[src/rtl/bidiag_pkg.sv]
// Shared constants and types for the bidiagonalization sample-stream front end.
// Sample layout is {re, im}, each BIT_NUM-bit signed, stored and streamed bit-exact.
package bidiag_pkg;

  localparam int DIM          = 4;
  localparam int CHANNEL_SIZE = DIM * DIM;
  localparam int BIT_NUM      = 18;
  localparam int ADDR_W       = $clog2(CHANNEL_SIZE);
  localparam int GAP_MIN      = 2;
  localparam int GCNT_W       = (GAP_MIN > 1) ? $clog2(GAP_MIN) : 1;

  typedef enum logic [1:0] {
    ST_IDLE = 2'd0,
    ST_SEND = 2'd1,
    ST_GAP  = 2'd2
  } stream_state_t;

  typedef struct packed {
    logic signed [BIT_NUM-1:0] re;
    logic signed [BIT_NUM-1:0] im;
  } sample_t;

endpackage

[src/rtl/matrix_bank.sv]
// One CHANNEL_SIZE-entry complex-sample register file: synchronous write, combinational read.
// Contents are deliberately not reset; only the pending flags in the parent gate their use.
module matrix_bank
  import bidiag_pkg::*;
(
  input  logic              clk,
  input  logic              i_we,
  input  logic [ADDR_W-1:0] i_waddr,
  input  sample_t           i_wdat,
  input  logic [ADDR_W-1:0] i_raddr,
  output sample_t           o_rdat
);

  sample_t r_mem [CHANNEL_SIZE];

  always_ff @(posedge clk) begin
    if (i_we) begin
      r_mem[i_waddr] <= i_wdat;
    end
  end

  assign o_rdat = r_mem[i_raddr];

endmodule

[src/rtl/matrix_stream_tx.sv]
// Ping-pong matrix loader streaming each committed frame as a CHANNEL_SIZE-cycle burst plus GAP_MIN idle cycles.
// Commit to first valid_o is 2 cycles; no output backpressure, host is throttled by full_o (refusals set sticky err_o).
module matrix_stream_tx
  import bidiag_pkg::*;
(
  input  logic                      clk,
  input  logic                      rst_n,
  input  logic                      wr_en_i,
  input  logic [ADDR_W-1:0]         wr_addr_i,
  input  logic signed [BIT_NUM-1:0] wr_re_i,
  input  logic signed [BIT_NUM-1:0] wr_im_i,
  input  logic                      commit_i,
  output logic                      full_o,
  output logic                      valid_o,
  output logic signed [BIT_NUM-1:0] R_o,
  output logic signed [BIT_NUM-1:0] I_o,
  output logic                      busy_o,
  output logic                      frame_done_o,
  output logic                      err_o
);

  logic [1:0]                r_pend;
  logic                      r_wr_bank;
  logic                      r_rd_bank;
  logic                      r_err;
  stream_state_t             r_state;
  logic [ADDR_W-1:0]         r_cnt;
  logic [GCNT_W-1:0]         r_gcnt;
  logic                      r_valid;
  logic signed [BIT_NUM-1:0] r_re;
  logic signed [BIT_NUM-1:0] r_im;
  logic                      r_busy;
  logic                      r_frame_done;

  logic                      w_full;
  logic                      w_wr_ok;
  logic                      w_commit_ok;
  logic                      w_last;
  sample_t                   w_wdat;
  sample_t                   w_rdat [2];
  sample_t                   w_rd_sample;
  logic [1:0]                w_we;

  assign w_full      = r_pend[r_wr_bank];
  assign w_wr_ok     = wr_en_i && !w_full;
  assign w_commit_ok = commit_i && !w_full;
  assign w_last      = (r_state == ST_SEND) && (r_cnt == ADDR_W'(CHANNEL_SIZE - 1));
  assign w_wdat      = {wr_re_i, wr_im_i};
  assign w_rd_sample = r_rd_bank ? w_rdat[1] : w_rdat[0];

  // A write in the commit cycle still targets the bank being committed.
  for (genvar b = 0; b < 2; b++) begin : g_bank
    assign w_we[b] = w_wr_ok && (r_wr_bank == 1'(b));

    matrix_bank u_bank (
      .clk     (clk),
      .i_we    (w_we[b]),
      .i_waddr (wr_addr_i),
      .i_wdat  (w_wdat),
      .i_raddr (r_cnt),
      .o_rdat  (w_rdat[b])
    );
  end

  // Set and clear never hit the same bank: a set needs the fill bank idle, a clear needs it streaming.
  always_ff @(posedge clk or negedge rst_n) begin
    if (!rst_n) begin
      r_pend    <= '0;
      r_wr_bank <= 1'b0;
      r_err     <= 1'b0;
    end else begin
      if (w_commit_ok) begin
        r_pend[r_wr_bank] <= 1'b1;
        r_wr_bank         <= ~r_wr_bank;
      end
      if (w_last) begin
        r_pend[r_rd_bank] <= 1'b0;
      end
      if ((wr_en_i || commit_i) && w_full) begin
        r_err <= 1'b1;
      end
    end
  end

  always_ff @(posedge clk or negedge rst_n) begin
    if (!rst_n) begin
      r_state      <= ST_IDLE;
      r_rd_bank    <= 1'b0;
      r_cnt        <= '0;
      r_gcnt       <= '0;
      r_valid      <= 1'b0;
      r_re         <= '0;
      r_im         <= '0;
      r_busy       <= 1'b0;
      r_frame_done <= 1'b0;
    end else begin
      case (r_state)
        ST_IDLE: begin
          r_valid      <= 1'b0;
          r_re         <= '0;
          r_im         <= '0;
          r_frame_done <= 1'b0;
          if (r_pend[r_rd_bank]) begin
            r_state <= ST_SEND;
            r_cnt   <= '0;
            r_busy  <= 1'b1;
          end else begin
            r_busy  <= 1'b0;
          end
        end

        ST_SEND: begin
          r_valid      <= 1'b1;
          r_re         <= w_rd_sample.re;
          r_im         <= w_rd_sample.im;
          r_frame_done <= 1'b0;
          r_busy       <= 1'b1;
          r_cnt        <= r_cnt + 1'b1;
          if (w_last) begin
            r_state   <= ST_GAP;
            r_gcnt    <= '0;
            r_rd_bank <= ~r_rd_bank;
          end
        end

        ST_GAP: begin
          r_valid      <= 1'b0;
          r_re         <= '0;
          r_im         <= '0;
          r_frame_done <= (r_gcnt == '0);
          // Chaining straight into SEND keeps back-to-back frames exactly GAP_MIN cycles apart.
          if (r_gcnt == GCNT_W'(GAP_MIN - 1)) begin
            if (r_pend[r_rd_bank]) begin
              r_state <= ST_SEND;
              r_cnt   <= '0;
              r_busy  <= 1'b1;
            end else begin
              r_state <= ST_IDLE;
              r_busy  <= 1'b0;
            end
          end else begin
            r_gcnt <= r_gcnt + 1'b1;
            r_busy <= 1'b1;
          end
        end

        default: begin
          r_state      <= ST_IDLE;
          r_valid      <= 1'b0;
          r_re         <= '0;
          r_im         <= '0;
          r_busy       <= 1'b0;
          r_frame_done <= 1'b0;
        end
      endcase
    end
  end

  assign full_o       = w_full;
  assign valid_o      = r_valid;
  assign R_o          = r_re;
  assign I_o          = r_im;
  assign busy_o       = r_busy;
  assign frame_done_o = r_frame_done;
  assign err_o        = r_err;

endmodule

[config.mk]
export PLATFORM = sky130hd
export DESIGN_NAME = matrix_stream_tx
export DESIGN_NICKNAME = d
export VERILOG_FILES = /design/src/rtl/bidiag_pkg.sv /design/src/rtl/matrix_bank.sv /design/src/rtl/matrix_stream_tx.sv
export SDC_FILE = /design/constraint.sdc
export NUM_CORES = 1
export LEC_CHECK = 0
export CAP_MARGIN = 40
export CELL_PAD_IN_SITES_DETAIL_PLACEMENT = 1
export CELL_PAD_IN_SITES_GLOBAL_PLACEMENT = 1
export CORE_ASPECT_RATIO = 0.6
export CORE_UTILIZATION = 59
export CTS_CLUSTER_DIAMETER = 60
export DETAILED_ROUTE_END_ITERATION = 10
export PLACE_DENSITY_LB_ADDON = 0.25
export SLEW_MARGIN = 20
export SYNTH_ARGS = -nofsm -noshare
export SYNTH_HDL_FRONTEND = slang
export SYNTH_SLANG_ARGS = --single-unit
[constraint.sdc]
create_clock -name clk -period 6.3 [get_ports clk]
set_input_delay 1.575 -clock clk [delete_from_list [all_inputs] [get_ports clk]]
set_output_delay 1.575 -clock clk [all_outputs]
set_load 0.005 [all_outputs]
==> flow_metrics.env, run 1 <==
export IMPL_cts_buffer_depth=3
export IMPL_dp_hpwl_um=77200
export IMPL_ys_types=38
export IMPL_grt_pass1_vias=23500
export IMPL_antenna_found_initial=6
export IMPL_dp_cells=3095
export IMPL_cts_buffers=103
export IMPL_gp_congestion=0.885
export IMPL_die_h_um=216
export IMPL_setup_slack_ns=2.08
export IMPL_synthToLayoutAreaGrowth_pct=13.9
export IMPL_ys_warn_count=0
export IMPL_syn_avg_cell_area_sq_um=22.2
export IMPL_cellPowerDensity_nw_per_um2=420
export IMPL_synth_most_common_cell="edfxtp_1"
export IMPL_crit_type="primary input to flop"
export IMPL_nNetsFinal=2251
export IMPL_synth_edf_count=1152
export IMPL_synth_area_leaders="edfxtp_1 (76%), mux4_2 (11%), mux2i_1 (3.2%)"
export IMPL_die_w_um=359
export IMPL_dieArea_sq_um=77800
export IMPL_first_iter_violations=2865
export IMPL_cap_viol_max_count=0
export IMPL_hp_class="flop to flop"
export IMPL_cts_tree="done"
export IMPL_drv_slew=0
export IMPL_worstPathArrival_ns=4.59
export IMPL_startpoint_type="primary input"
export IMPL_cts_root_buf="clkbuf_16"
export IMPL_grt_pass1_wl_um=176000
export IMPL_grt_usage=0.328
export IMPL_synth_seq_area_share=0.793
export IMPL_final_cell_area_sq_um=51500
export IMPL_setup_violations=0
export IMPL_crit_fanout=19
export IMPL_rsz0062_at_grt="no"
export IMPL_synth_top_area_cell="edfxtp_1"
export IMPL_post_drt_via_cell_ratio=6.87
export IMPL_crit_chain="clkdlybuf4s50_1 -> nor3b_1 -> nand3b_1 -> nor2_4 -> buf_4"
export IMPL_setup_tns_final_ns=0
export IMPL_synthesis_area_sq_um=45200
export IMPL_tightest_slew_ns=1.02
export IMPL_netlist_instances=2036
export IMPL_fin_cells=3297
export IMPL_drt_wirelength_per_cell_um=38.0
export IMPL_layout_drive_gt1_share=0.225
export IMPL_synth_top_area_share=0.765
export IMPL_path_clk_slew_ns=0.06
export IMPL_io_pins=85
export IMPL_cts_setup_buffers=0
export IMPL_slew_headroom=0.319
export IMPL_std_cell_rows=78
export IMPL_crit_path_end_kind="flop"
export IMPL_fin_crit_ns=4.22
export IMPL_cp_top_family="simple AND/OR/NAND/NOR gates"
export IMPL_drc=0
export IMPL_hold_viol_final=0
export IMPL_critPathMaxStageDelay_ns=0.75
export IMPL_finalCritPeriodShare=0.669
export IMPL_synthTopCellsByCount="edfxtp_1 (1152), mux4_2 (217), mux2i_1 (143)"
export IMPL_core_area_sq_um=75700
export IMPL_grt_max_degree=87
export IMPL_slowest_stage="nor2_4"
export IMPL_leakagePower_nw=16.4
export IMPL_dominantRegCellSynth="edfxtp_1"
export IMPL_fmax_mhz=237
export IMPL_vias=22600
export IMPL_drt_pass1_iter_count=7
export IMPL_async_flop_share=0.0424
export IMPL_cts_htree_levels=3
export IMPL_fin_skew_ns=0.0300
export IMPL_drt_wl_total_um=125000
export IMPL_start_util=0.597
export IMPL_path_buf_inv=2
export IMPL_yosys_register_bits=1203
export IMPL_overflow=0
export IMPL_crit_required_ns=6.67
export IMPL_status="finished clean"
export IMPL_syn_nets=2081
export IMPL_ant_nets=0
export IMPL_vdd_drop_max_uv=300
export IMPL_power_total_mw=21.6
export IMPL_post_cts_resized=0
export IMPL_port_buffer_count=84
export IMPL_post_dp_cell_area_sq_um=48100
export IMPL_clock_latency_ns=0.72
export IMPL_cts_sinks=1203
export IMPL_hold_buffers=0
export IMPL_place_ws_ns=1.57
final cells by class:
cell class / instances / area [sq um]
repair buffers: 186 / 2040
fillers: 5853 / 24200
clock buffers: 143 / 2910
flip-flops and latches: 1203 / 35900
diodes: 3 / 7.51
inverters: 5 / 18.8
well taps: 1000 / 1250
clock inverters: 50 / 428
multi-input cells: 707 / 8960
cells in the final DEF (no fill, tap or decap), types with 7 or more instances in the layout:
cell type,synthesis,routed
o221ai_1,35,35
mux2i_1,143,143
mux4_2,217,217
a21oi_1,39,39
clkinv_1,0,18
clkbuf_16,0,107
a22oi_1,35,35
buf_4,25,70
nor2_4,0,25
nor3_2,0,8
buf_12,0,17
clkinv_2,0,16
a2111oi_0,36,36
dfrtp_1,51,47
clkbuf_8,0,10
clkdlybuf4s50_1,0,76
nand2_1,8,8
o22ai_1,36,36
a22o_1,36,36
buf_16,0,12
a211oi_1,35,35
nor2_1,33,8
nand2b_1,8,7
edfxtp_1,1152,1152
buf_2,15,7
clkbuf_1,65,26
o21ai_0,7,7
sequential cells by signal, summed over array words and instances, names as in the netlist:
signal               count
I_o                     18
R_o                     18
busy_o                   1
err_o                    1
frame_done_o             1
g_bank.u_bank.r_mem   1152
r_cnt                    4
r_gcnt                   1
r_pend                   2
r_rd_bank                1
r_state                  2
r_wr_bank                1
valid_o                  1
path summary, 6_finish.rpt:
kind / startpoint / endpoint / slack [ns] / cells past startpoint
setup / recovery: wr_en_i / g_bank[0].u_bank.r_mem[5][12] / 2.08 / 5
hold / removal: err_o / err_o / 0.47 / 1
setup reg to reg: r_cnt[0] / I_o[16] / 2.85 / 5
hold reg to reg: err_o / err_o / 0.47 / 1
max in group asynchronous: rst_n / I_o[3] / 4.84 / 2
min in group asynchronous: rst_n / R_o[5] / 0.81 / 1
report_power, final:
part / switching [mW] / internal (mW) / leakage, nW
clock network: 2.90 / 3.49 / 1.63
registers: 0.338 / 8.94 / 11.0
logic: 3.57 / 2.38 / 3.80
total: 6.81 / 14.8 / 16.4
routing by layer:
| layer | part of all wire | vias up | track usage |
|---|---|---|---|
| met5 | 0.0019 | - | 0 |
| met1 | 0.39 | 12200 | 0.465 |
| met3 | 0.15 | 154 | 0.159 |
| met4 | 0.016 | 6 | 0.0671 |
| met2 | 0.44 | 1298 | 0.467 |
| li1 | - | 9017 | - |
cells by family after synthesis:
kind of cell / count (synthesis) / share of synthesized area
AO/OA/AOI/OAI: 265 / 0.0436
XOR/XNOR: 1 / 0.000194
adder cells (fa/ha/maj): 1 / 0.000277
buffers and inverters: 126 / 0.0144
flip-flops: 1203 / 0.793
multiplexers: 362 / 0.140
AND/OR/NAND/NOR: 78 / 0.00819
per-stage QoR:
stage          utilization  hold slack, ns
2_1_floorplan            -           0.459
3_3_place_gp         0.627           0.455
3_5_place_dp         0.635           0.464
4_1_cts              0.679           0.480
5_1_grt              0.680           0.500
6_report             0.680           0.467
Power figures use the tool's default switching activity.
==> run 2: changes to the inputs <==
Settings changed: CORE_UTILIZATION 59 to 50.
Clock period 6.3 ns to 3.8 ns, I/O delays scaled along.
==> flow_metrics.env, run 2 (same netlist as run 1, synthesis figures left out) <==
export IMPL_status="finished with violations"
export IMPL_failed_checks="design-rule violations"
export IMPL_synthToLayoutAreaGrowth_pct=16.1
export IMPL_cts_tree="done"
export IMPL_fin_skew_ns=0.0238
export IMPL_setup_slack_ns=0.732
export IMPL_wl_met3_um=11800
export IMPL_clock_latency_ns=0.73
export IMPL_rsz0062_at_grt="no"
export IMPL_cts_htree_levels=3
export IMPL_wl_met2_um=54100
export IMPL_cts_setup_buffers=0
export IMPL_regToRegSetupSlack_ns=0.88
export IMPL_antenna_found_initial=3
export IMPL_cts_sinks=1203
export IMPL_grt_usage=0.273
export IMPL_cts_root_buf="clkbuf_16"
export IMPL_post_drt_via_cell_ratio=6.40
export IMPL_seqCellArea_sq_um=35900
export IMPL_core_area_sq_um=89700
export IMPL_std_cell_rows=85
export IMPL_dp_cells=3375
export IMPL_overflow=0
export IMPL_highest_layer="met5"
export IMPL_crit_required_ns=2.85
export IMPL_cts_buffer_depth=3
export IMPL_grt_pass1_wl_um=176000
export IMPL_ff2ff_path_depth=7
export IMPL_drv_slew=0
export IMPL_drc=4
export IMPL_critPathMaxStageDelay_ns=0.54
export IMPL_crit_fanout=7
export IMPL_post_cts_resized=0
export IMPL_critPathCapture="full_o"
export IMPL_dieArea_sq_um=91700
export IMPL_final_common_cell="edfxtp_1"
export IMPL_cp_startpoint="r_wr_bank"
export IMPL_startpoint_type="flop"
export IMPL_cap_viol_max_count=0
export IMPL_slowest_stage="dfrtp_1"
export IMPL_crit_type="flop to output pin"
export IMPL_place_ws_ns=0.170
export IMPL_vdd_drop_max_uv=459
export IMPL_fin_cells=3580
export IMPL_hp_class="primary input to async pin"
export IMPL_leakagePower_nw=16.8
export IMPL_die_h_um=235
export IMPL_finalCritPeriodShare=0.807
export IMPL_path_clk_slew_ns=0.06
export IMPL_dp_hpwl_um=74000
export IMPL_io_pins=85
export IMPL_fin_crit_ns=3.07
export IMPL_first_iter_violations=2857
export IMPL_tightest_slew_ns=0.795
export IMPL_hold_buffers=0
export IMPL_r2r_start="r_cnt[0]"
export IMPL_slew_headroom=0.468
export IMPL_largest_register="g_bank.u_bank.r_mem"
export IMPL_ant_nets=0
export IMPL_largest_reg_flops=1152
export IMPL_drt_wirelength_per_cell_um=34.4
export IMPL_cellPowerDensity_nw_per_um2=684
export IMPL_fmax_mhz=326
export IMPL_setup_violations=0
export IMPL_cts_buffers=108
export IMPL_final_cell_mix="edfxtp_1 (1152), mux4_2 (217), mux2i_1 (143)"
export IMPL_drt_pass1_iter_count=8
export IMPL_grt_pass1_vias=23500
export IMPL_start_util=0.504
export IMPL_die_w_um=390
export IMPL_gp_congestion=0.810
export IMPL_nNetsFinal=2313
export IMPL_met1_length_um=54800
export IMPL_port_buffer_count=84
export IMPL_layout_drive_gt1_share=0.246
export IMPL_vias=22900
export IMPL_fin_util=0.586
export IMPL_grt_max_degree=72
export IMPL_drt_wl_total_um=123000
export IMPL_multi_input_area_sq_um=9010
export IMPL_fillers=7474
export IMPL_reg2reg_to="I_o[5]"
export IMPL_crit_chain="mux2_2 -> clkdlybuf4s50_1"
export IMPL_crit_path_end_kind="output pin"
export IMPL_worstPathArrival_ns=2.12
export IMPL_hold_viol_final=0
==> run 2: cell types whose count changed in the layout (fill, tap and decap cells not counted), moves of 7 or more <==
cell | before | now
clkdlybuf4s50_1 | 76 | 83
buf_16 | 12 | 2
buf_2 | 7 | 0
nor3_4 | 0 | 7
nor3_2 | 8 | 1
buf_4 | 70 | 122
buf_12 | 17 | 35
==> run 2: how the worst min path moves through the flow <==
| stage | startpoint | to | slack (ns) | cells after the start |
|---|---|---|---|---|
| 6_report | rst_n | err_o | 0.16 | 1 |
| 5_1_grt | rst_n | err_o | 0.16 | 1 |
| 4_1_cts | rst_n | err_o | 0.14 | 1 |
| 3_5_place_dp | err_o | err_o | 0.45 | 1 |
| 3_3_place_gp | err_o | err_o | 0.45 | 1 |
| 2_1_floorplan | err_o | err_o | 0.46 | 1 |
==> run 2: critical path: cells and delay by family, from the launching register on <==
kind	cells	cell delay, ns
DFF	1	0.54
buffers and inverters	1	0.45
muxes	1	0.42
==> run 2: routing by layer <==
metal,vias up,GRT usage
li1,9172,-
met1,12500,0.431
met2,1111,0.389
met3,153,0.0623
met4,2,0.0632
met5,-,0
==> run 2: cell type report <==
| class | count | area share |
|---|---|---|
| sequential | 1203 | 0.683 |
| multi-input combinational | 707 | 0.172 |
| clock buffer | 136 | 0.0548 |
| timing repair buffer | 243 | 0.0479 |
| tap | 1218 | 0.0290 |
| clock inverter | 67 | 0.0129 |
| inverter | 5 | 0.000357 |
| antenna | 1 | 0.0000477 |
==> run 2: metrics by stage <==
stage / hold WS (ns) / TNS (ns) / total power [mW] / cell area [sq um]
global route: 0.158 / 0 / 37.1 / 52500
finish: 0.159 / 0 / 35.9 / 52500
global placement: 0.451 / 0 / 24.9 / 48900
detailed placement: 0.451 / 0 / 25.2 / 48900
floorplan: 0.459 / -21.29 / 21.1 / 45300
CTS: 0.140 / 0 / 36.1 / 52500
==> run 2: report_power, final <==
part | switching [mW] | leakage (nW) | total, mW | internal (mW)
registers | 0.370 | 11.0 | 15.2 | 14.8
logic | 5.40 | 4.09 | 9.67 | 4.26
clock network | 4.90 | 1.73 | 11.0 | 6.14
total | 10.7 | 16.8 | 35.9 | 25.2
